**src/rtl/my_pkg.sv**
```systemverilog
// Shared definitions for the RV32 front end: datapath width, fetch FSM states
// and the default reset vector.
package my_pkg;

  localparam int DATA_WIDTH = 32;

  localparam logic [31:0] RESET_PC_DEFAULT = 32'h0000_0000;

  typedef enum logic [2:0] {
    S_RESET,
    S_REQ,
    S_WAIT,
    S_HOLD,
    S_FAULT
  } fetch_state_t;

endpackage

```
**src/rtl/rv_pc_reg.sv**
```systemverilog
// Architectural PC register: asynchronous reset to the reset vector, loads
// only when the fetch stage retires an instruction with an aligned target.
module rv_pc_reg #(
  parameter int                WIDTH     = 32,
  parameter logic [WIDTH-1:0]  RESET_VAL = '0
) (
  input  logic             clk,
  input  logic             rst,
  input  logic             load,
  input  logic [WIDTH-1:0] d,
  output logic [WIDTH-1:0] q
);

  // NOTE: sequential state always uses non-blocking (<=) so every flop samples
  // pre-edge values regardless of block evaluation order.
  always_ff @(posedge clk or posedge rst) begin
    if (rst) begin
      q <= RESET_VAL;
    end else if (load) begin
      q <= d;
    end
  end

endmodule

```
**src/rtl/rv_fetch_unit.sv**
```systemverilog
// Instruction-fetch stage: single-outstanding imem request/response, one-entry
// instruction buffer toward decode, and sticky misalign/bus fault flags.
module rv_fetch_unit
  import my_pkg::*;
#(
  parameter int                    DATA_WIDTH = my_pkg::DATA_WIDTH,
  parameter logic [DATA_WIDTH-1:0] RESET_PC   = DATA_WIDTH'(RESET_PC_DEFAULT)
) (
  input  logic                  clk,
  input  logic                  rst,
  input  logic [DATA_WIDTH-1:0] nextpc,
  output logic [DATA_WIDTH-1:0] pc,
  output logic                  imem_req_valid,
  input  logic                  imem_req_ready,
  output logic [DATA_WIDTH-1:0] imem_req_addr,
  input  logic                  imem_resp_valid,
  input  logic [DATA_WIDTH-1:0] imem_resp_data,
  input  logic                  imem_resp_err,
  output logic                  instr_valid,
  input  logic                  instr_ready,
  output logic [DATA_WIDTH-1:0] instr,
  output logic [DATA_WIDTH-1:0] instr_pc,
  output logic                  fault_misalign,
  output logic                  fault_bus
);

  fetch_state_t state;
  logic         aligned;
  logic         pc_load;

  assign aligned       = (nextpc[1:0] == 2'b00);
  assign pc_load       = (state == S_HOLD) && instr_ready && aligned;
  assign imem_req_addr = pc;

  rv_pc_reg #(
    .WIDTH     (DATA_WIDTH),
    .RESET_VAL (RESET_PC)
  ) u_pc_reg (
    .clk  (clk),
    .rst  (rst),
    .load (pc_load),
    .d    (nextpc),
    .q    (pc)
  );

  // Handshake valids are registered alongside the state so no input reaches
  // them combinationally; responses are only honoured in S_WAIT.
  always_ff @(posedge clk or posedge rst) begin
    if (rst) begin
      state          <= S_RESET;
      imem_req_valid <= 1'b0;
      instr_valid    <= 1'b0;
      instr          <= '0;
      instr_pc       <= '0;
      fault_misalign <= 1'b0;
      fault_bus      <= 1'b0;
    end else begin
      case (state)
        S_RESET: begin
          state          <= S_REQ;
          imem_req_valid <= 1'b1;
        end
        S_REQ: begin
          if (imem_req_ready) begin
            state          <= S_WAIT;
            imem_req_valid <= 1'b0;
          end
        end
        S_WAIT: begin
          if (imem_resp_valid) begin
            if (imem_resp_err) begin
              fault_bus <= 1'b1;
              state     <= S_FAULT;
            end else begin
              instr       <= imem_resp_data;
              instr_pc    <= pc;
              instr_valid <= 1'b1;
              state       <= S_HOLD;
            end
          end
        end
        S_HOLD: begin
          if (instr_ready) begin
            instr_valid <= 1'b0;
            if (aligned) begin
              state          <= S_REQ;
              imem_req_valid <= 1'b1;
            end else begin
              fault_misalign <= 1'b1;
              state          <= S_FAULT;
            end
          end
        end
        S_FAULT: begin
          state <= S_FAULT;
        end
        default: begin
          state          <= S_FAULT;
          imem_req_valid <= 1'b0;
          instr_valid    <= 1'b0;
        end
      endcase
    end
  end

endmodule
```
**config.mk**
```make
export PLATFORM = sky130hd
export DESIGN_NAME = rv_fetch_unit
export DESIGN_NICKNAME = d
export VERILOG_FILES = /design/src/rtl/my_pkg.sv /design/src/rtl/rv_pc_reg.sv /design/src/rtl/rv_fetch_unit.sv
export SDC_FILE = /design/constraint.sdc
export NUM_CORES = 1
export LEC_CHECK = 0
export CAP_MARGIN = 25
export CORE_MARGIN = 2
export CORE_UTILIZATION = 30
export DETAILED_ROUTE_END_ITERATION = 12
export PLACE_DENSITY = 0.73
export SLEW_MARGIN = 20
export SYNTH_ARGS = -nofsm -noshare
export SYNTH_HDL_FRONTEND = slang
export SYNTH_HIERARCHICAL = 1
export SYNTH_SLANG_ARGS = --single-unit
```
**constraint.sdc**
```tcl
create_clock -name clk -period 5.11 [get_ports clk]
set_input_delay 1.022 -clock clk [delete_from_list [all_inputs] [get_ports clk]]
set_output_delay 1.022 -clock clk [all_outputs]
set_load 0.01 [all_outputs]
```
After elaboration in Yosys (flattened, before gate mapping)
Index checks and enable logic that the tools add are counted.
- eq/ne operators: 9
- muxes and demuxes: 14
- bitwise logic cells: 4
- reduce and logical (&&, ||, !) cells: 12
- operators with widths (operator ; count):
    $mux 3 ; 5
    $pmux 3 s4 ; 1
    $reduce_and 3->1 ; 4
    $ne 2x2->1 const B ; 5
    $reduce_and 4->1 ; 2
    $eq 3x2->1 const B ; 2
    $mux 1 ; 6
    $not 1->1 ; 4
    $pmux 1 s4 ; 1
    $eq 3x1->1 const B ; 1
    $eq 3x3->1 const B ; 1
    $logic_not 3->1 ; 1
    $pmux 1 s3 ; 1
    $reduce_or 3->1 ; 1
    $logic_and 1x1->1 ; 2
    $logic_not 2->1 ; 1
    $reduce_or 2->1 ; 1
- flip-flop bits (word level): 103
- input bits: 70
- output and inout bits: 132
- word-level logic and storage cells: 47

Longest topological paths before layout
Gate-level depths: netlist of run 1.
- word-level depth: 4
- gate-level depth with buffers: 6
- mapped depth without buffers: 3

Modules after synthesis
Netlist of run 1, hierarchy kept.
- by module, submodules not included (module ; times used ; cells an instance ; area an instance (µm²) ; seq. area each (µm²)):
    rv_fetch_unit ; 1 ; 205 ; 3166.8 ; 1776.7
    rv_pc_reg ; 1 ; 69 ; 1348.8 ; 800.8

Worst setup path after synthesis of run 1
Ideal clock, no wire load.
- path kind: in2reg
- from: input instr_ready
- to: register u_pc_reg.q[0]
- library setup time: 125 ps
- arrival: 2041 ps
- required time: 4985 ps
- path slack: 2944 ps
- stages: 5
- buffers on the path: 2
- path through: nand3_1 > nor4_1 > buf_6 > buf_12 > mux2_4
- cells in the longest elaborated chain, start to end: 2
- RTL lines (what ; line ; source):
    start: declaration ; rv_fetch_unit.sv:20 ; input logic instr_ready,
    $logic_and 1x1->1 (2 in series) ; rv_fetch_unit.sv:32 ; assign pc_load = (state == S_HOLD) && instr_ready && aligned;
    net pc_load ; rv_fetch_unit.sv:29 ; logic pc_load;
    end signal: assignment ; rv_pc_reg.sv:18 ; q <= RESET_VAL;
    end signal: assignment ; rv_pc_reg.sv:20 ; q <= d;
    end: declaration ; rv_pc_reg.sv:11 ; output logic [WIDTH-1:0] q
The timed path passes the listed nets, and every way through them passes these cells.
A chain may end at the register's enable or synchronous reset.

Final worst setup path of run 1
- from: input imem_resp_err
- to: register instr_pc[17]
- cells in the longest elaborated chain, start to end: 2
- RTL lines (what ; line ; source):
    start: declaration ; rv_fetch_unit.sv:18 ; input logic imem_resp_err,
    $not 1->1 (no source line) ; - ;
    $reduce_and 3->1 (no source line) ; - ;
    end signal: assignment ; rv_fetch_unit.sv:76 ; instr_pc <= pc;
    end: declaration ; rv_fetch_unit.sv:22 ; output logic [DATA_WIDTH-1:0] instr_pc,
No other way between the ends.

==> run metrics, run 1 <==
CP required 5.33 ns; 1st-iter DRT viols 110; count of nets after finishing 518; Syn Area/Cell 16.5 sq um; r2r setup slk 2.72 ns; CP Launch Type input port; Ys Warns 6; Setup TNS Final 0 ns; crit path capture instr_pc[17]$_DFFE_PP0P_; CP arrival 3.21 ns; Port-buffer cells 201; r2r endpoint instr_pc[17]$_DFFE_PP0P_; # clock sinks 103; post-CTS sizing 0; cts hold-fix bufs 0; DP Wirelength 7630 um; largest net degree at the start of global routing 50; largest delay contributor family on the critical path buffers and inverters; Vias per Instance 4.37; Root Buffer clkbuf_16; final period utilization 58.5%; total power after layout 2.66 mW; first-pass GRT wire length 16,800 um; cells on worst reg2reg path 4; dpl cells 620; Clk Latency, worst-skew pair 0.34 ns; Worst Tran Pin Value 0.905 ns; Num CTS Buffers 9; CP max-delay cell nand3_4; Row Count 44; number of cells on the critical path 5; MaxCap Viol Count 0; most frequent cells in the layout 201 x clkdlybuf4s50_1, 103 x dfrtp_1, 79 x mux2_4, 17 x mux2_2, 9 x clkbuf_16; cell taking the most area after synthesis dfrtp_1; sequential element share of the synthesized area 57.1%; CTS tree built; antenna violations before repair 0; grt total ovfl 0; endpoints failing hold 0; FF+latch count, synth 103; Die H 127 um; H-tree levels 3; ranking of synthesized cells by area dfrtp_1 57%, mux2_4 26%, buf_4 5.3%; Slew HR 39.7%; fin cells 637; Worst Hold Margin 0.472 ns; Worst Skew 0.00364 ns; status complete, no violations; n_diodes 0; Gate Count Post-Synth 274; Initial Util 30.8%; Setup-failing EPs final 0; Post-Route WL 10,600 um; Slew Limit Fails 0; area grow syn2layout 49.6%; P per Cell Area 394 nW/um^2; mapped cell area 4520 sq um; GPL Wtd Cong 0.762; WL per Instance 16.7 um; Pleak 3.15 nW; VDD IR-drop max 0.215 mV; RSZ-0062 raised after global routing no; Detailed Routing Iterations Pass 1 4; Clock transition at path regs 0.07 ns; post-synth top area share 57.1%; CP startpoint imem_resp_err; critical path cell sequence clkdlybuf4s50_1 -> nor2_1 -> nand3_4 -> buf_4 -> mux2_4; layout cell share with drive strength beyond 1 26.7%; Synth Net Count 344; Hold/Removal Path Class reg -> reg; most common cell after layout, fill and taps aside clkdlybuf4s50_1; f_max 0.334 GHz; die area 16,000 sq um; critical path class in -> reg; utilization after layout 46.1%; Ports 202; R2R Path Start state[0]$_DFFE_PP0P_; Routed Antenna Nets 0; postcts setup bufs 0; Final Critical Period 2.99 ns; vias in the first global route 3,020; CP endpoint kind register; Crit path buffers/inverters 2; all-layer global routing usage 13.3%; CORE AREA 14,600 sq um; Synth cell types 26; detailed-route via count 2,786; Die X-Extent 127 um; CP Max Fanout 49; Post-route DRC 0; Critical Path Max Stage Delay 0.67 ns; CTS Buffer Depth 2
## per-layer routing
layer / share of wire (%) / GRT usage, % / wire (um) / vias up
li1: - / - / - / 1260
met1: 43 / 16.8 / 4530 / 1396
met2: 50 / 22.4 / 5330 / 117
met3: 5.3 / 3.04 / 565 / 13
met4: 1.8 / 5.17 / 196 / 0
met5: 0 / 0 / 0 / -
## kinds of logic after synthesis
logic type / share of synthesized area [%]
compound gates: 1.61
buf+inv: 9.01
flops: 57.1
mux: 30.5
simple gates: 1.80
## sequential cells by signal, indices dropped and copies added, names as in the netlist
register and cells:
u_pc_reg/q 32, imem_req_valid 1, fault_misalign 1, state 3, instr_valid 1, fault_bus 1, instr 32, instr_pc 32
## power breakdown
group / switching, mW / internal (mW)
clock network: 0.295 / 0.406
registers: 0.136 / 0.984
logic: 0.271 / 0.572
## tightest hold or removal path: stages, from the launching register on
cell and delay [ns]:
dfrtp_1 0.35, inv_1 0.04, o31ai_1 0.05
## layout make-up
cell class	instances	area [sq um]
Multi-Input combinational cell	122	1550
Fill cell	1303	7890
Inverter	5	18.8
Clock inverter	5	56.3
Timing Repair Buffer	207	2070
Tap cell	184	230
Sequential cell	103	2580
Clock buffer	11	253
## stage by stage
step,setup slack [ns],cell area (sq um)
floorplan,2.29,4520
global placement,1.74,6430
detailed placement,1.70,6430
CTS,2.08,6740
global route,1.94,6760
finish,2.12,6760
## cells in the mapped netlist
| library cell | instances |
|---|---|
| and2b_1 | 1 |
| mux2_4 | 79 |
| buf_12 | 3 |
| nand2_1 | 4 |
| mux2_2 | 17 |
| buf_2 | 1 |
| a221oi_1 | 1 |
| buf_6 | 7 |
| a311o_1 | 1 |
| o31ai_1 | 1 |
| nand2b_1 | 3 |
| buf_4 | 32 |
| or3_1 | 1 |
| nand3_1 | 2 |
| a311oi_1 | 1 |
| o21ai_0 | 2 |
| a21boi_0 | 1 |
| a21oi_1 | 1 |
| nor2_1 | 3 |
| dfrtp_1 | 103 |
| clkbuf_1 | 1 |
| a21o_1 | 1 |
| a211oi_1 | 1 |
| inv_1 | 5 |
| nor4_1 | 1 |
| and3_1 | 1 |
## worst min path at each step
stage,endpoint,cells after the start,startpoint
after floorplan,fault_bus$_DFFE_PP0P_,1,fault_bus$_DFFE_PP0P_
after global placement,fault_bus$_DFFE_PP0P_,1,fault_bus$_DFFE_PP0P_
after detailed placement,fault_bus$_DFFE_PP0P_,1,fault_bus$_DFFE_PP0P_
after CTS,fault_bus$_DFFE_PP0P_,1,fault_bus$_DFFE_PP0P_
after global routing,fault_bus$_DFFE_PP0P_,1,fault_bus$_DFFE_PP0P_
final,fault_misalign$_DFFE_PP0P_,2,fault_misalign$_DFFE_PP0P_
Note: power is estimated with default switching activity, not from simulation.
==> inputs of run 2 (changes only) <==
==> constraint.sdc (replaced) <==
create_clock -name clk -period 3 [get_ports clk]
set_input_delay 0.6 -clock clk [delete_from_list [all_inputs] [get_ports clk]]
set_output_delay 0.6 -clock clk [all_outputs]
set_load 0.01 [all_outputs]
==> run 2 against run 1 <==
  * Sequential power increased by 70%
  * Global-route usage fell by 0.063 points
  * Critical path depth unchanged
  * Register-to-register slack got worse by 1.5 ns
  * Highest routed layer unchanged
  * Clock skew grew 0.0022 ns
  * Critical endpoint is now u_pc_reg/q[12]$_DFFE_PP0P_
  * Via count grew 0.14%
==> run metrics, run 2 (same netlist as run 1, synthesis figures left out) <==
CTS tree built; Worst Skew 0.00588 ns; cts hold-fix bufs 0; Num CTS Buffers 9; most frequent cells in the layout 201 x clkdlybuf4s50_1, 103 x dfrtp_1, 79 x mux2_4, 17 x mux2_2, 9 x clkbuf_16; Root Buffer clkbuf_16; Post-Route WL 10,300 um; CTS Buffer Depth 2; Die X-Extent 127 um; WL per Instance 16.3 um; Slew Limit Fails 0; layout cell share with drive strength beyond 1 26.3%; f_max 0.497 GHz; biggest registers after layout instr x32, instr_pc x32, u_pc_reg/q x32; VDD IR-drop max 0.284 mV; CORE AREA 14,600 sq um; antenna violations before repair 0; area grow syn2layout 49.9%; Pleak 3.15 nW; Final WS setup 0.986 ns; die area 16,000 sq um; n_diodes 0; critical path class in -> reg; final period utilization 67.1%; H-tree levels 3; grt total ovfl 0; cells on worst reg2reg path 4; Post-route DRC 0; status complete, no violations; Port-buffer cells 201; vias in the first global route 3,026; Place WS 0.628 ns; Vias per Instance 4.39; Hold/Removal Path Class reg -> reg; Ports 202; Setup-failing EPs final 0; Slew HR 70.3%; 1st-iter DRT viols 117; CP endpoint kind register; sequential cell area 2580 sq um; MaxCap Viol Count 0; total power after layout 4.50 mW; # clock sinks 103; Routed Antenna Nets 0; P per Cell Area 665 nW/um^2; all-layer global routing usage 13.3%; Final Critical Period 2.01 ns; Clk Latency, worst-skew pair 0.33 ns; Setup TNS Final 0 ns; largest net degree at the start of global routing 72; first-pass GRT wire length 16,500 um; most common cell after layout, fill and taps aside clkdlybuf4s50_1; Clock transition at path regs 0.07 ns; Detailed Routing Iterations Pass 1 4; Worst Tran Pin Value 0.445 ns; CP Max Fanout 26; Fill cells 1,301; hold path depth 2; Row Count 44; postcts setup bufs 0; endpoints failing hold 0; CP Launch Type input port; Multi-input gate area 1550 sq um; Initial Util 30.8%; post-CTS sizing 0; detailed-route via count 2,790; CP required 3.22 ns; GPL Wtd Cong 0.751; Die H 127 um; CP arrival 2.23 ns; RSZ-0062 raised after global routing no; DP Wirelength 7420 um; count of nets after finishing 518
run 2: cell types whose count changed in the layout (fill, tap and decap cells not counted):
| cell | before | now |
|---|---|---|
| buf_12 | 1 | 3 |
| clkinv_2 | 2 | 1 |
| clkbuf_1 | 0 | 1 |
| buf_4 | 5 | 3 |
| clkinv_4 | 1 | 0 |
run 2: path summary, 6_finish.rpt:
check / start / slack, ns / endpoint
min reg2reg: fault_misalign$_DFFE_PP0P_ / 0.47 / fault_misalign$_DFFE_PP0P_
min: fault_misalign$_DFFE_PP0P_ / 0.47 / fault_misalign$_DFFE_PP0P_
max in group asynchronous: rst / 1.96 / instr_pc[15]$_DFFE_PP0P_
min in group asynchronous: rst / 0.66 / instr_pc[13]$_DFFE_PP0P_
max: instr_ready / 0.99 / u_pc_reg/q[12]$_DFFE_PP0P_
max reg2reg: state[1]$_DFFE_PP0P_ / 1.26 / u_pc_reg/q[12]$_DFFE_PP0P_
run 2: metrics by stage:
| stage | cell area, sq um | utilization, % | std cells | hold WS (ns) |
|---|---|---|---|---|
| finish | 6770 | 46.2 | 636 | 0.471 |
| CTS | 6770 | 46.2 | 636 | 0.479 |
| global placement | 6470 | 44.2 | 621 | 0.450 |
| floorplan | 4520 | - | 274 | 0.493 |
| global route | 6770 | 46.2 | 636 | 0.505 |
| detailed placement | 6470 | 44.2 | 621 | 0.457 |
run 2: power breakdown:
part           internal (mW)  switching (mW)
registers               1.68           0.227
clock network          0.687           0.483
logic                  0.973           0.456
total                   3.34            1.17
run 2: metal layers:
layer,vias to the layer above,wire length (um),track usage (%)
met4,0,128,4.72
met3,9,560,3.16
met2,101,5330,22.3
met1,1414,4330,16.8
li1,1266,-,-
met5,-,0,0
run 2: area by class of cell:
cell class              instances  area share [%]
inverters                       5           0.277
repair buffers                207            30.9
multi-input cells             122            22.9
clock inverters                 3           0.628
flip-flops and latches        103            38.1
well taps                     184            3.40
clock buffers                  12            3.79
run 2: worst max-delay path: stages:
cell and delay, ns:
clkdlybuf4s50_1 0.50, nand3_1 0.14, nor4_2 0.32, buf_12 0.28
mux2_2 0.36
